## src/rtl/bennett_phase_if.sv

```systemverilog
// ============================================================================
// bennett_phase_if : phase bus + status bundle for the Bennett phase decoder
// Rev 1.0
// ============================================================================
`default_nettype none

interface bennett_phase_if #(
  parameter int PHASES = 10,
  parameter int CNT_W  = 16
);
  localparam int LVL_W = $clog2(PHASES + 1);

  logic [PHASES-1:0] clkp;
  logic              err_clr;
  logic              in_sync;
  logic [LVL_W-1:0]  level;
  logic              dir_up;
  logic              cycle_done;
  logic [CNT_W-1:0]  cycle_cnt;
  logic              err;
  logic [2:0]        err_code;

  modport master (
    output clkp, err_clr,
    input  in_sync, level, dir_up, cycle_done, cycle_cnt, err, err_code
  );

  modport slave (
    input  clkp, err_clr,
    output in_sync, level, dir_up, cycle_done, cycle_cnt, err, err_code
  );
endinterface

`default_nettype wire

```

## src/rtl/bennett_phase_decoder.sv

```systemverilog
// ============================================================================
// bennett_phase_decoder : tracks the clkp thermometer ramp, counts cycles, flags errors
// Rev 1.0
// ============================================================================
`default_nettype none

module bennett_phase_decoder #(
  parameter int PHASES   = 10,
  parameter int MAX_HOLD = 64,
  parameter int CNT_W    = 16
) (
  input  wire logic       clk,
  input  wire logic       reset,
  bennett_phase_if.slave  bus
);
  localparam int LVL_W  = $clog2(PHASES + 1);
  localparam int HOLD_W = $clog2(MAX_HOLD + 1);

  localparam logic [2:0] E_NONE      = 3'd0;
  localparam logic [2:0] E_NONTHERM  = 3'd1;
  localparam logic [2:0] E_MULTISTEP = 3'd2;
  localparam logic [2:0] E_REVERSAL  = 3'd3;
  localparam logic [2:0] E_TIMEOUT   = 3'd4;

  typedef enum logic [2:0] {
    S_SYNC = 3'd0,
    S_IDLE = 3'd1,
    S_UP   = 3'd2,
    S_TOP  = 3'd3,
    S_DOWN = 3'd4,
    S_ERR  = 3'd5
  } state_t;

  state_t            state_q, state_d;
  logic [PHASES-1:0] clkp_q;
  logic              smp_vld_q;
  logic [HOLD_W-1:0] hold_cnt_q, hold_cnt_d;
  logic [LVL_W-1:0]  level_q, level_d;
  logic              dir_up_q, dir_up_d;
  logic              in_sync_q, in_sync_d;
  logic              cycle_done_q, cycle_done_d;
  logic [CNT_W-1:0]  cycle_cnt_q, cycle_cnt_d;
  logic              err_q, err_d;
  logic [2:0]        err_code_q, err_code_d;

  logic [LVL_W-1:0]  smp_lvl;
  logic [PHASES:0]   smp_ext, smp_ext_inc;
  logic [LVL_W:0]    lvl_x, prev_x;
  logic              is_therm, same, step_up, step_dn, hold_at_max;
  logic [2:0]        code;

  // A thermometer code plus one is a power of two, so the AND is zero.
  assign smp_ext     = {1'b0, clkp_q};
  assign smp_ext_inc = smp_ext + (PHASES+1)'(1);
  assign is_therm    = ((smp_ext & smp_ext_inc) == '0);

  always_comb begin
    smp_lvl = '0;
    for (int i = 0; i < PHASES; i++) begin
      smp_lvl = smp_lvl + LVL_W'(clkp_q[i]);
    end
  end

  assign lvl_x       = {1'b0, smp_lvl};
  assign prev_x      = {1'b0, level_q};
  assign same        = (lvl_x == prev_x);
  assign step_up     = (lvl_x == prev_x + (LVL_W+1)'(1));
  assign step_dn     = (lvl_x + (LVL_W+1)'(1) == prev_x);
  assign hold_at_max = (hold_cnt_q == HOLD_W'(MAX_HOLD - 1));

  always_comb begin
    state_d      = state_q;
    hold_cnt_d   = hold_cnt_q;
    level_d      = level_q;
    dir_up_d     = dir_up_q;
    in_sync_d    = in_sync_q;
    cycle_done_d = 1'b0;
    cycle_cnt_d  = cycle_cnt_q;
    err_d        = err_q;
    err_code_d   = err_code_q;
    code         = E_NONE;

    if (bus.err_clr) begin
      state_d    = S_SYNC;
      hold_cnt_d = '0;
      level_d    = '0;
      dir_up_d   = 1'b0;
      in_sync_d  = 1'b0;
      err_d      = 1'b0;
      err_code_d = E_NONE;
    end else begin
      case (state_q)
        // smp_vld_q keeps the reset value of clkp_q from looking like a real idle sample.
        S_SYNC: begin
          if (smp_vld_q && (clkp_q == '0)) begin
            state_d    = S_IDLE;
            in_sync_d  = 1'b1;
            hold_cnt_d = '0;
          end
        end
        S_IDLE, S_UP, S_TOP, S_DOWN: begin
          if (!is_therm)
            code = E_NONTHERM;
          else if (!(same || step_up || step_dn))
            code = E_MULTISTEP;
          else if ((state_q == S_UP && step_dn) || (state_q == S_DOWN && step_up))
            code = E_REVERSAL;
          else if (same && (state_q != S_IDLE) && hold_at_max)
            code = E_TIMEOUT;

          if (code != E_NONE) begin
            state_d    = S_ERR;
            in_sync_d  = 1'b0;
            err_d      = 1'b1;
            err_code_d = code;
          end else if (same) begin
            if (hold_cnt_q != HOLD_W'(MAX_HOLD))
              hold_cnt_d = hold_cnt_q + HOLD_W'(1);
          end else begin
            hold_cnt_d = '0;
            level_d    = smp_lvl;
            if (step_up) begin
              dir_up_d = 1'b1;
              state_d  = (smp_lvl == LVL_W'(PHASES)) ? S_TOP : S_UP;
            end else begin
              dir_up_d = 1'b0;
              if (smp_lvl == '0) begin
                state_d      = S_IDLE;
                cycle_done_d = 1'b1;
                cycle_cnt_d  = cycle_cnt_q + CNT_W'(1);
              end else begin
                state_d = S_DOWN;
              end
            end
          end
        end
        S_ERR:   state_d = S_ERR;
        default: state_d = S_SYNC;
      endcase
    end
  end

  always_ff @(posedge clk or negedge reset) begin
    if (!reset) begin
      state_q      <= S_SYNC;
      clkp_q       <= '0;
      smp_vld_q    <= 1'b0;
      hold_cnt_q   <= '0;
      level_q      <= '0;
      dir_up_q     <= 1'b0;
      in_sync_q    <= 1'b0;
      cycle_done_q <= 1'b0;
      cycle_cnt_q  <= '0;
      err_q        <= 1'b0;
      err_code_q   <= E_NONE;
    end else begin
      state_q      <= state_d;
      clkp_q       <= bus.clkp;
      smp_vld_q    <= 1'b1;
      hold_cnt_q   <= hold_cnt_d;
      level_q      <= level_d;
      dir_up_q     <= dir_up_d;
      in_sync_q    <= in_sync_d;
      cycle_done_q <= cycle_done_d;
      cycle_cnt_q  <= cycle_cnt_d;
      err_q        <= err_d;
      err_code_q   <= err_code_d;
    end
  end

  assign bus.in_sync    = in_sync_q;
  assign bus.level      = level_q;
  assign bus.dir_up     = dir_up_q;
  assign bus.cycle_done = cycle_done_q;
  assign bus.cycle_cnt  = cycle_cnt_q;
  assign bus.err        = err_q;
  assign bus.err_code   = err_code_q;
endmodule

`default_nettype wire

```

## src/flat_wrapper.sv

```systemverilog
// flat-port wrapper written by rule: the top's interface ports become plain ports
module bennett_phase_decoder_flat 
#(
  parameter int PHASES   = 10,
  parameter int MAX_HOLD = 64,
  parameter int CNT_W    = 16
)
  (clk, reset, bus_clkp, bus_err_clr, bus_in_sync, bus_level, bus_dir_up, bus_cycle_done, bus_cycle_cnt, bus_err, bus_err_code);
  bennett_phase_if #(.PHASES(PHASES), .CNT_W(CNT_W)) bus_i ();
  input  wire logic clk;
  input  wire logic reset;
  input wire logic [$bits(bus_i.clkp)-1:0] bus_clkp;
  input wire logic [$bits(bus_i.err_clr)-1:0] bus_err_clr;
  output wire logic [$bits(bus_i.in_sync)-1:0] bus_in_sync;
  output wire logic [$bits(bus_i.level)-1:0] bus_level;
  output wire logic [$bits(bus_i.dir_up)-1:0] bus_dir_up;
  output wire logic [$bits(bus_i.cycle_done)-1:0] bus_cycle_done;
  output wire logic [$bits(bus_i.cycle_cnt)-1:0] bus_cycle_cnt;
  output wire logic [$bits(bus_i.err)-1:0] bus_err;
  output wire logic [$bits(bus_i.err_code)-1:0] bus_err_code;
  assign bus_i.clkp = bus_clkp;
  assign bus_i.err_clr = bus_err_clr;
  assign bus_in_sync = bus_i.in_sync;
  assign bus_level = bus_i.level;
  assign bus_dir_up = bus_i.dir_up;
  assign bus_cycle_done = bus_i.cycle_done;
  assign bus_cycle_cnt = bus_i.cycle_cnt;
  assign bus_err = bus_i.err;
  assign bus_err_code = bus_i.err_code;
  bennett_phase_decoder #(.PHASES(PHASES), .MAX_HOLD(MAX_HOLD), .CNT_W(CNT_W)) u_core (.clk(clk), .reset(reset), .bus(bus_i));
endmodule
```

## config.mk

```make
export PLATFORM = sky130hd
export DESIGN_NAME = bennett_phase_decoder_flat
export DESIGN_NICKNAME = d
export VERILOG_FILES = /design/src/rtl/bennett_phase_if.sv /design/src/rtl/bennett_phase_decoder.sv /design/src/flat_wrapper.sv
export SDC_FILE = /design/constraint.sdc
export NUM_CORES = 1
export LEC_CHECK = 0
export ABC_AREA = 1
export CAP_MARGIN = 20
export CORE_ASPECT_RATIO = 0.75
export CORE_MARGIN = 2
export CORE_UTILIZATION = 55
export CTS_CLUSTER_SIZE = 8
export DETAILED_ROUTE_END_ITERATION = 10
export GPL_TIMING_DRIVEN = 0
export PLACE_DENSITY = 0.85
export SYNTH_ARGS = -nofsm -noshare
export SYNTH_HDL_FRONTEND = slang
export SYNTH_SLANG_ARGS = --single-unit
```

## constraint.sdc

```tcl
create_clock -name clk -period 9 [get_ports clk]
set_input_delay 1.8 -clock clk [delete_from_list [all_inputs] [get_ports clk]]
set_output_delay 1.8 -clock clk [all_outputs]
set_load 0.1 [all_outputs]
```

Word level (Yosys, flattened, before mapping). Cells that the tools add are included.

Register bits after elaboration: 48. Bits of input ports: 13. Word-level logic and storage cells: 117.

Bitwise operators: 5. Mux-type cells: 45. Add/sub/neg operators: 14. Reductions and logical operators: 23. Equal/unequal tests: 19.

Operators by type and width (count): $mux W3 (15); $mux W7 (5); $add A4 B1 Y4 (8); $mux W1 (18); $add A16 B1 Y16 const B (1); $mux W4 (4); $pmux W7 S2 (1); $add A10 B1 Y11 const B (1); $and A10 B11 Y11 (1); $logic_not A11 Y1 (1); $add A4 B1 Y5 const B (2); $logic_not A10 Y1 (1); $pmux W3 S3 (1); $ne A4 B4 Y1 const B (2); $add A7 B1 Y7 const B (1); $eq A7 B6 Y1 const B (1); $ne A7 B7 Y1 const B (1); $eq A3 B2 Y1 const B (2); $eq A3 B3 Y1 const B (2); $ne A3 B2 Y1 const B (2); $reduce_and A3 Y1 (2); $reduce_and A6 Y1 (1); $reduce_bool A3 Y1 (2); $eq A4 B5 Y1 (1); other kinds (18) (30).

Logic depth before layout (Yosys ltp). Gate-level depths: netlist of the first run.

Depth after elaboration: 22. Mapped depth: 25. Mapped depth without buffers: 25.

Worst setup path after synthesis of the first run. No wires, ideal clock.

Path kind: flip-flop to flip-flop. Start point: register u_core.clkp_q[0]. End point: register u_core.cycle_cnt_q[11], in the netlist u_core.bus.cycle_cnt[11]. Cell stages (with the launch flop): 25. Required time: 8.877 ns. Setup slack: 4.177 ns. Arrival: 4.700 ns. Path buffers: 1. Cell sequence: dfrtp_1 > inv_1 > ha_1 > inv_1 > fa_1 > fa_1 > fa_1 > fa_1 > fa_1 > inv_1 > ha_1 > or2_1 > nand2_1 > nor2_1 > nand2_1 > nor2_1 > nand3_1 > nand2_1 > nor2_4 > nand2_4 > nor2_8 > nand3_4 > buf_6 > nand2_1 > nand2_1.

Longest elaborated chain between the ends: 21. Elaborated cells between the ends (all ways): 35. Those cells by class: add/sub: 11; eq/ne: 3; mux: 6; bitwise: 4; reduce/logical: 11.

Ends and longest elaborated chain: start: declaration (RTL line bennett_phase_decoder.sv:35) `logic [PHASES-1:0] clkp_q;`; start signal: assignment (RTL line bennett_phase_decoder.sv:158) `clkp_q <= bus.clkp;`; $add A1 B1 Y2 (RTL line bennett_phase_decoder.sv:60) `smp_lvl = smp_lvl + LVL_W'(clkp_q[i]);`; $add A4 B1 Y4 (8 in series) (RTL line bennett_phase_decoder.sv:60); $add A4 B1 Y5 / $eq A4 B4 Y1 (equally long branches) (RTL line bennett_phase_decoder.sv:68, bennett_phase_decoder.sv:66); $eq A5 B4 Y1 / $logic_and A1 B1 Y1 (equally long branches) (RTL line bennett_phase_decoder.sv:68, bennett_phase_decoder.sv:108); $logic_and A1 B1 Y1 (on tied branches) (RTL line bennett_phase_decoder.sv:106, bennett_phase_decoder.sv:108); $logic_or A1 B1 Y1 / $mux W3 (equally long branches) (RTL line bennett_phase_decoder.sv:106, bennett_phase_decoder.sv:108); $mux W3 (RTL line bennett_phase_decoder.sv:106) `else if ((state_q == S_UP && step_dn) || (state_q == S_DOWN && step_up))`; $mux W3 (RTL line bennett_phase_decoder.sv:104) `else if (!(same || step_up || step_dn))`; $mux W3 (RTL line bennett_phase_decoder.sv:102) `if (!is_therm)`; $mux W3 (RTL line bennett_phase_decoder.sv:92) `case (state_q)`; $mux W3 (RTL line bennett_phase_decoder.sv:83) `if (bus.err_clr) begin`; $reduce_bool A3 Y1 (RTL line bennett_phase_decoder.sv:111) `if (code != E_NONE) begin`; $not A1 Y1 (no source line); $reduce_and A6 Y1 (no source line) *; end signal: assignment (RTL line bennett_phase_decoder.sv:165) `cycle_cnt_q <= cycle_cnt_d;`; end: declaration (RTL line bennett_phase_decoder.sv:42) `logic [CNT_W-1:0] cycle_cnt_q, cycle_cnt_d;`.

Every way passes the cells marked *; elsewhere a longest branch is shown, timed or not. The select of a mux whose other input is x is not followed. A chain may end at the register's enable or synchronous reset.

Worst setup path after layout of the first run.
Start point: register u_core.clkp_q[0]. End point: register u_core.cycle_cnt_q[6], in the netlist u_core.bus.cycle_cnt[6].

The elaborated chain is that of the path after synthesis.

==> results of run 1 <==
==> flip-flops by register name, indices dropped and copies added, names as in the netlist <==
signal / count
u_core.bus.err_code: 3
u_core.bus.dir_up: 1
u_core.smp_vld_q: 1
u_core.bus.in_sync: 1
u_core.bus.level: 4
u_core.bus.err: 1
u_core.hold_cnt_q: 7
u_core.state_q: 3
u_core.bus.cycle_done: 1
u_core.clkp_q: 10
u_core.bus.cycle_cnt: 16
==> routing by layer <==
metal	global-route usage (%)	part of all wire, %
met5	0	0
met4	6.12	1.1
met3	3.47	5.5
met2	44.2	49
met1	34.5	45
==> worst min path at each step <==
stage / start / endpoint / cells after the start
floorplan: u_core.hold_cnt_q[1] / u_core.hold_cnt_q[1] / 2
global placement: u_core.bus.in_sync / u_core.bus.in_sync / 2
detailed placement: u_core.bus.in_sync / u_core.bus.in_sync / 2
CTS: u_core.bus.in_sync / u_core.bus.in_sync / 2
global route: u_core.bus.in_sync / u_core.bus.in_sync / 2
finish: u_core.bus.in_sync / u_core.bus.in_sync / 2
==> worst reg2reg max path, cell delays in order (launching register included) <==
cell     delay (ns)
dfrtp_1        0.39
inv_1          0.10
ha_1           0.24
inv_1          0.08
fa_1           0.43
fa_1           0.52
fa_1           0.43
fa_1           0.42
fa_1           0.62
inv_1          0.16
ha_1           0.32
or2_1          0.25
nand2_1        0.06
nor2_1         0.04
nand2_1        0.07
nor2_1         0.05
nand3_1        0.06
nand2_1        0.11
nor2_4         0.18
nand2_4        0.10
nor2_8         0.18
nand3_4        0.12
buf_6          0.17
nand2_2        0.05
nand2_1        0.06
==> cell usage in the layout, fill, tap and decap left out, types with 2 or more instances in the layout <==
cell             synthesis  routed
nand2_1                119     119
inv_1                   53      53
dfrtp_1                 48      48
nand3_1                 46      46
clkdlybuf4s50_1          0      38
nand4_1                 33      33
nor2_1                  29      29
xor2_1                  17      17
ha_1                    14      14
nor3_1                  11      11
nor4_1                   8       8
nand2_2                  7       7
inv_2                    6       6
o21ai_0                  6       6
fa_1                     6       6
clkbuf_8                 0       6
clkbuf_1                 3       5
nand2_4                  4       4
xnor2_1                  4       4
nor2_2                   3       3
buf_4                    2       2
nand3b_1                 2       2
o22ai_1                  2       2
o31ai_1                  2       2
buf_2                    1       2
==> metrics by stage <==
step	cell area [µm²]	cells	hold WS [ns]
detailed placement	3860	559	0.489
CTS	3950	567	0.512
global route	3950	567	0.536
finish	3950	567	0.501
floorplan	3360	441	0.488
global placement	3850	558	0.464
==> where the power goes <==
group / switching, mW / internal, mW / total, mW
combinational: 0.298 / 0.121 / 0.419
sequential: 0.0124 / 0.229 / 0.241
clock: 0.0671 / 0.0627 / 0.130
==> logic make-up after synthesis <==
family                     count (synthesis)
adders and majority gates                 20
buffers and inverters                     67
xor gates and xnor gates                  21
other                                      1
AOI/OAI and AO/OA                         12
DFF                                       48
and+or+nand+nor                          272
==> layout make-up <==
class | count | share of cell area, %
inverter | 59 | 5.60
clock buffer | 8 | 2.28
buffer | 8 | 1.17
tap | 78 | 2.47
multi-input combinational | 326 | 47.8
timing repair buffer | 40 | 10.3
sequential | 48 | 30.4
==> impl_metrics.ini, run 1 <==
[outcome]
status = completed

[floorplanning]
die_h_um = 71.7
start_util_pct = 57.4
die_width_um = 94.3
io_pins = 40
core_area_um2 = 5860
die_area_um2 = 6760
rows = 24

[run]
max-cap-violations = 0

[detailed_routing]
avgRoutedWirePerCell_um = 13.7
dr.pass1.iters = 5
postRouteAntennaNets = 0
vias_per_cell = 5.55
wirelength_mm = 7.79
drc = 0
drt_iter0_drc = 266
route.vias.total = 3146

[logic_synthesis]
synth_compound_area_share_pct = 2.12
synthDominantCellAreaShare_pct = 35.7
ys_ff_latch = 48
synth.area.top_cells = dfrtp_1, nand2_1, nand3_1, nand4_1, inv_1
yosys.area_share.simple_pct = 39.8
synth_area_um2 = 3360
synth_fp_nets = 474
synth_area_leader_cell = dfrtp_1
synthTopCellsByCount = nand2_1, inv_1, dfrtp_1
synth_warnings = 0
synth-xor-area-share_pct = 5.47
ys_seq_area_share_pct = 35.7
synth.most_common_cell = nand2_1
synth-adder-area-share_pct = 8.79
async_flop_share_pct = 100
synth_enable_flop_cells = 0
synth_top_family_by_area = simple AND/OR/NAND/NOR gates
synthFlopType = dfrtp_1
synth.avg_cell_area_um2 = 7.62
synthCells = 441
synthMuxAreaShare_pct = 0
synth_cell_type_count = 38

[final_layout]
nFillCells = 510
final_core_util_pct = 67.5
multi_input_area_um2 = 1890
area_delta_synth_final_pct = 17.6
drive_gt1_share_pct = 8.38
final_nets = 521
seq_area_um2 = 1200
n_antenna_cell = 0

[sta]
drv_slew = 0
setup_viol = 0
worst_pin_slew_ns = 0.985
fin_crit_ns = 5.31
slew_headroom_pct = 34.1
worst_slack_ns = 3.69
period_share_pct = 59.0
max_freq_mhz = 188
rsz0062_at_grt = false
fin_tns_setup_ns = 0
hold_viol = 0
skew_ns = 0.00727

[critical_path]
worstPathArrival_ns = 5.50
path_common_cell = fa_1
reg2regPathDepth = 24
worstSetupEndpoint = u_core.bus.cycle_cnt[6]
cp_data_required_time_ns = 9.19
critPathMaxFanout = 10
crit_path_start_kind = flop
reg2reg_to = u_core.bus.cycle_cnt[6]
timing.rr.start = u_core.clkp_q[0]
crit_slowest_cell = fa_1
cpLargestDelayFamily = adder cells
critical_path.max_stage_delay_ns = 0.62
path_cells = inv_1 -> ha_1 -> inv_1 -> fa_1 -> fa_1 -> fa_1 -> fa_1 -> fa_1 -> inv_1 -> ha_1 -> or2_1 -> nand2_1 -> nor2_1 -> nand2_1 -> nor2_1 -> nand3_1 -> nand2_1 -> nor2_4 -> nand2_4 -> nor2_8 -> nand3_4 -> buf_6 -> nand2_2 -> nand2_1
worst-setup-path-type = reg -> reg
critPathCaptureType = flop
reg2reg_slack_ns = 3.69
critPathBufInv = 4
crit_start = u_core.clkp_q[0]
worst-path-stages = 24

[global_route]
antenna_found_initial = 0
grt_pass1_vias = 3125
grtUsageTotal_pct = 25.6
grt_pass1_wl_mm = 13.9
grt_max_degree = 33
grt_overflow = 0

[clock_tree]
cts_root_buf = clkbuf_8
cts_num_sinks = 48
cts_buffer_depth = 2
cts_tree = done
clock_latency_ns = 0.30
cts_setup_buffers = 0
cts.repair.resized = 0
h-tree-depth = 2
cts_buffers = 5
clk_pin_slew_ns = 0.08
postCtsHoldBufs = 0

[pwr]
p_total_mw = 0.790
power.leakage_nw = 1.99
vdd_drop_max_mv = 0.168
power_density_nw_per_um2 = 200

[place]
place.detailed.hpwl_mm = 5.98
post-place-ws_ns = 3.76
gp_congestion = 0.917
io_buffer_count = 39

[hold_path]
hp-class = reg -> reg
(Power assumes the default switching activity.)
==> run 2: changes to the inputs <==
==> constraint.sdc (replaced) <==
create_clock -name clk -period 5 [get_ports clk]
set_input_delay 1 -clock clk [delete_from_list [all_inputs] [get_ports clk]]
set_output_delay 1 -clock clk [all_outputs]
set_load 0.1 [all_outputs]
==> impl_metrics.ini, run 2 (synthesized netlist as in run 1, its figures left out) <==
[critical_path]
timing.rr.start = u_core.clkp_q[1]
worst-setup-path-type = reg -> reg
worst-path-stages = 24
path_cells = inv_2 -> ha_4 -> inv_2 -> fa_1 -> fa_1 -> fa_1 -> fa_2 -> fa_2 -> inv_4 -> ha_4 -> or2_4 -> nand2_1 -> nor2_1 -> nand2_1 -> nor2_1 -> nand3_1 -> nand2_2 -> nor2_4 -> nand2_4 -> nor2_8 -> nand3_4 -> buf_6 -> nand2_2 -> nand2_2
crit_path_start_kind = flop
worstPathArrival_ns = 5.11
critPathBufInv = 4
critical_path.max_stage_delay_ns = 0.64
reg2regPathDepth = 24
critPathCaptureType = flop
crit_slowest_cell = fa_2
cp_data_required_time_ns = 5.19
critPathMaxFanout = 6
worstSetupEndpoint = u_core.bus.cycle_cnt[6]
reg2reg_to = u_core.bus.cycle_cnt[6]
crit_start = u_core.clkp_q[1]
cpLargestDelayFamily = adder cells
reg2reg_slack_ns = 0.08

[floorplanning]
die_area_um2 = 6760
core_area_um2 = 5860
die_h_um = 71.7
die_width_um = 94.3
start_util_pct = 57.4
rows = 24
io_pins = 40

[pwr]
power_density_nw_per_um2 = 372
vdd_drop_max_mv = 0.323
power.leakage_nw = 2.07
p_total_mw = 1.56

[detailed_routing]
postRouteAntennaNets = 0
route.vias.total = 3297
drt_iter0_drc = 263
wirelength_mm = 8.42
avgRoutedWirePerCell_um = 14.5
vias_per_cell = 5.67
dr.pass1.iters = 5
drc = 0

[place]
io_buffer_count = 39
placement.cell_area_um2 = 3860
dp_cells = 559
place.detailed.hpwl_mm = 5.98
post-place-ws_ns = -0.245
gp_congestion = 0.917

[final_layout]
fin_area_um2 = 4210
largest_reg_flops = 16
final_core_util_pct = 71.8
drive_gt1_share_pct = 16.3
n_antenna_cell = 0
mostFrequentLayoutCell = nand2_1
stdcell_count = 581
layout_common_cells = nand2_1, inv_1, dfrtp_1, nand3_1, clkdlybuf4s50_1
area_delta_synth_final_pct = 25.1
final_nets = 535

[sta]
drv_slew = 0
max_freq_mhz = 203
skew_ns = 0.00924
worst_slack_ns = 0.0844
hold_viol = 0
setup_viol = 0
period_share_pct = 98.3
rsz0062_at_grt = true
fin_crit_ns = 4.92
fin_tns_setup_ns = 0
worst_pin_slew_ns = 0.984
timing.hold.ws_ns = 0.497
slew_headroom_pct = 34.2

[clock_tree]
clk_pin_slew_ns = 0.08
clock_latency_ns = 0.31
cts_buffer_depth = 2
cts_root_buf = clkbuf_8
cts_num_sinks = 48
h-tree-depth = 2
cts_buffers = 5
cts_tree = done
postCtsHoldBufs = 0

[global_route]
grt_pass1_wl_mm = 14.4
grt_max_degree = 33
grt_overflow = 0
grt_pass1_vias = 3220
antenna_found_initial = 0
grtUsageTotal_pct = 26.5

[outcome]
status = completed

[run]
max-cap-violations = 0

[hold_path]
hp-class = reg -> reg
run 2: changes by cell type in the layout (fill, tap and decap cells not counted), sizes merged:
cell,delta
buf,+14
run 2: per-layer routing:
| layer | GRT usage (%) | wire [µm] | share of wire [%] | up-vias |
|---|---|---|---|---|
| li1 | - | - | - | 1566 |
| met1 | 34.8 | 3500 | 42 | 1565 |
| met2 | 46.7 | 4230 | 50 | 159 |
| met3 | 3.79 | 632 | 7.5 | 7 |
| met4 | 6.60 | 55 | 0.65 | 0 |
| met5 | 0 | 0 | 0 | - |
run 2: report_power, final:
| part | total, mW | internal (mW) | switching (mW) |
|---|---|---|---|
| sequential | 0.435 | 0.412 | 0.0227 |
| combinational | 0.894 | 0.300 | 0.593 |
| clock | 0.236 | 0.113 | 0.123 |
run 2: area by class of cell:
type | count | area, µm²
multi-input combinational | 326 | 2010
fill | 453 | 1650
sequential | 48 | 1200
timing repair buffer | 54 | 539
inverter | 59 | 224
tap | 78 | 97.6
clock buffer | 8 | 90.1
buffer | 8 | 46.3
run 2: worst register-to-register path, stage by stage (launching register included):
cell	delay, ns
dfrtp_1	0.38
inv_2	0.06
ha_4	0.25
inv_2	0.03
fa_1	0.45
fa_1	0.51
fa_1	0.43
fa_2	0.38
fa_2	0.64
inv_4	0.06
ha_4	0.21
or2_4	0.23
nand2_1	0.07
nor2_1	0.04
nand2_1	0.07
nor2_1	0.05
nand3_1	0.08
nand2_2	0.09
nor2_4	0.15
nand2_4	0.11
nor2_8	0.13
nand3_4	0.11
buf_6	0.17
nand2_2	0.05
nand2_2	0.05
run 2: worst min-delay path by stage:
stage | start | to | slack [ns] | depth (start not counted)
3_5_place_dp | u_core.bus.in_sync | u_core.bus.in_sync | 0.49 | 2
3_3_place_gp | u_core.bus.in_sync | u_core.bus.in_sync | 0.46 | 2
4_1_cts | u_core.bus.in_sync | u_core.bus.in_sync | 0.51 | 2
6_report | u_core.bus.in_sync | u_core.bus.in_sync | 0.50 | 2
2_1_floorplan | u_core.hold_cnt_q[1] | u_core.hold_cnt_q[1] | 0.49 | 2
5_1_grt | u_core.bus.in_sync | u_core.bus.in_sync | 0.54 | 2
run 2: repair_timing:
action,4_1_cts,5_1_grt
gates cloned,1,0
hold endpoints to repair,0,0
setup endpoints to repair,36,37
pin swaps,11,14
setup buffers,9,4
gates resized for setup,12,23
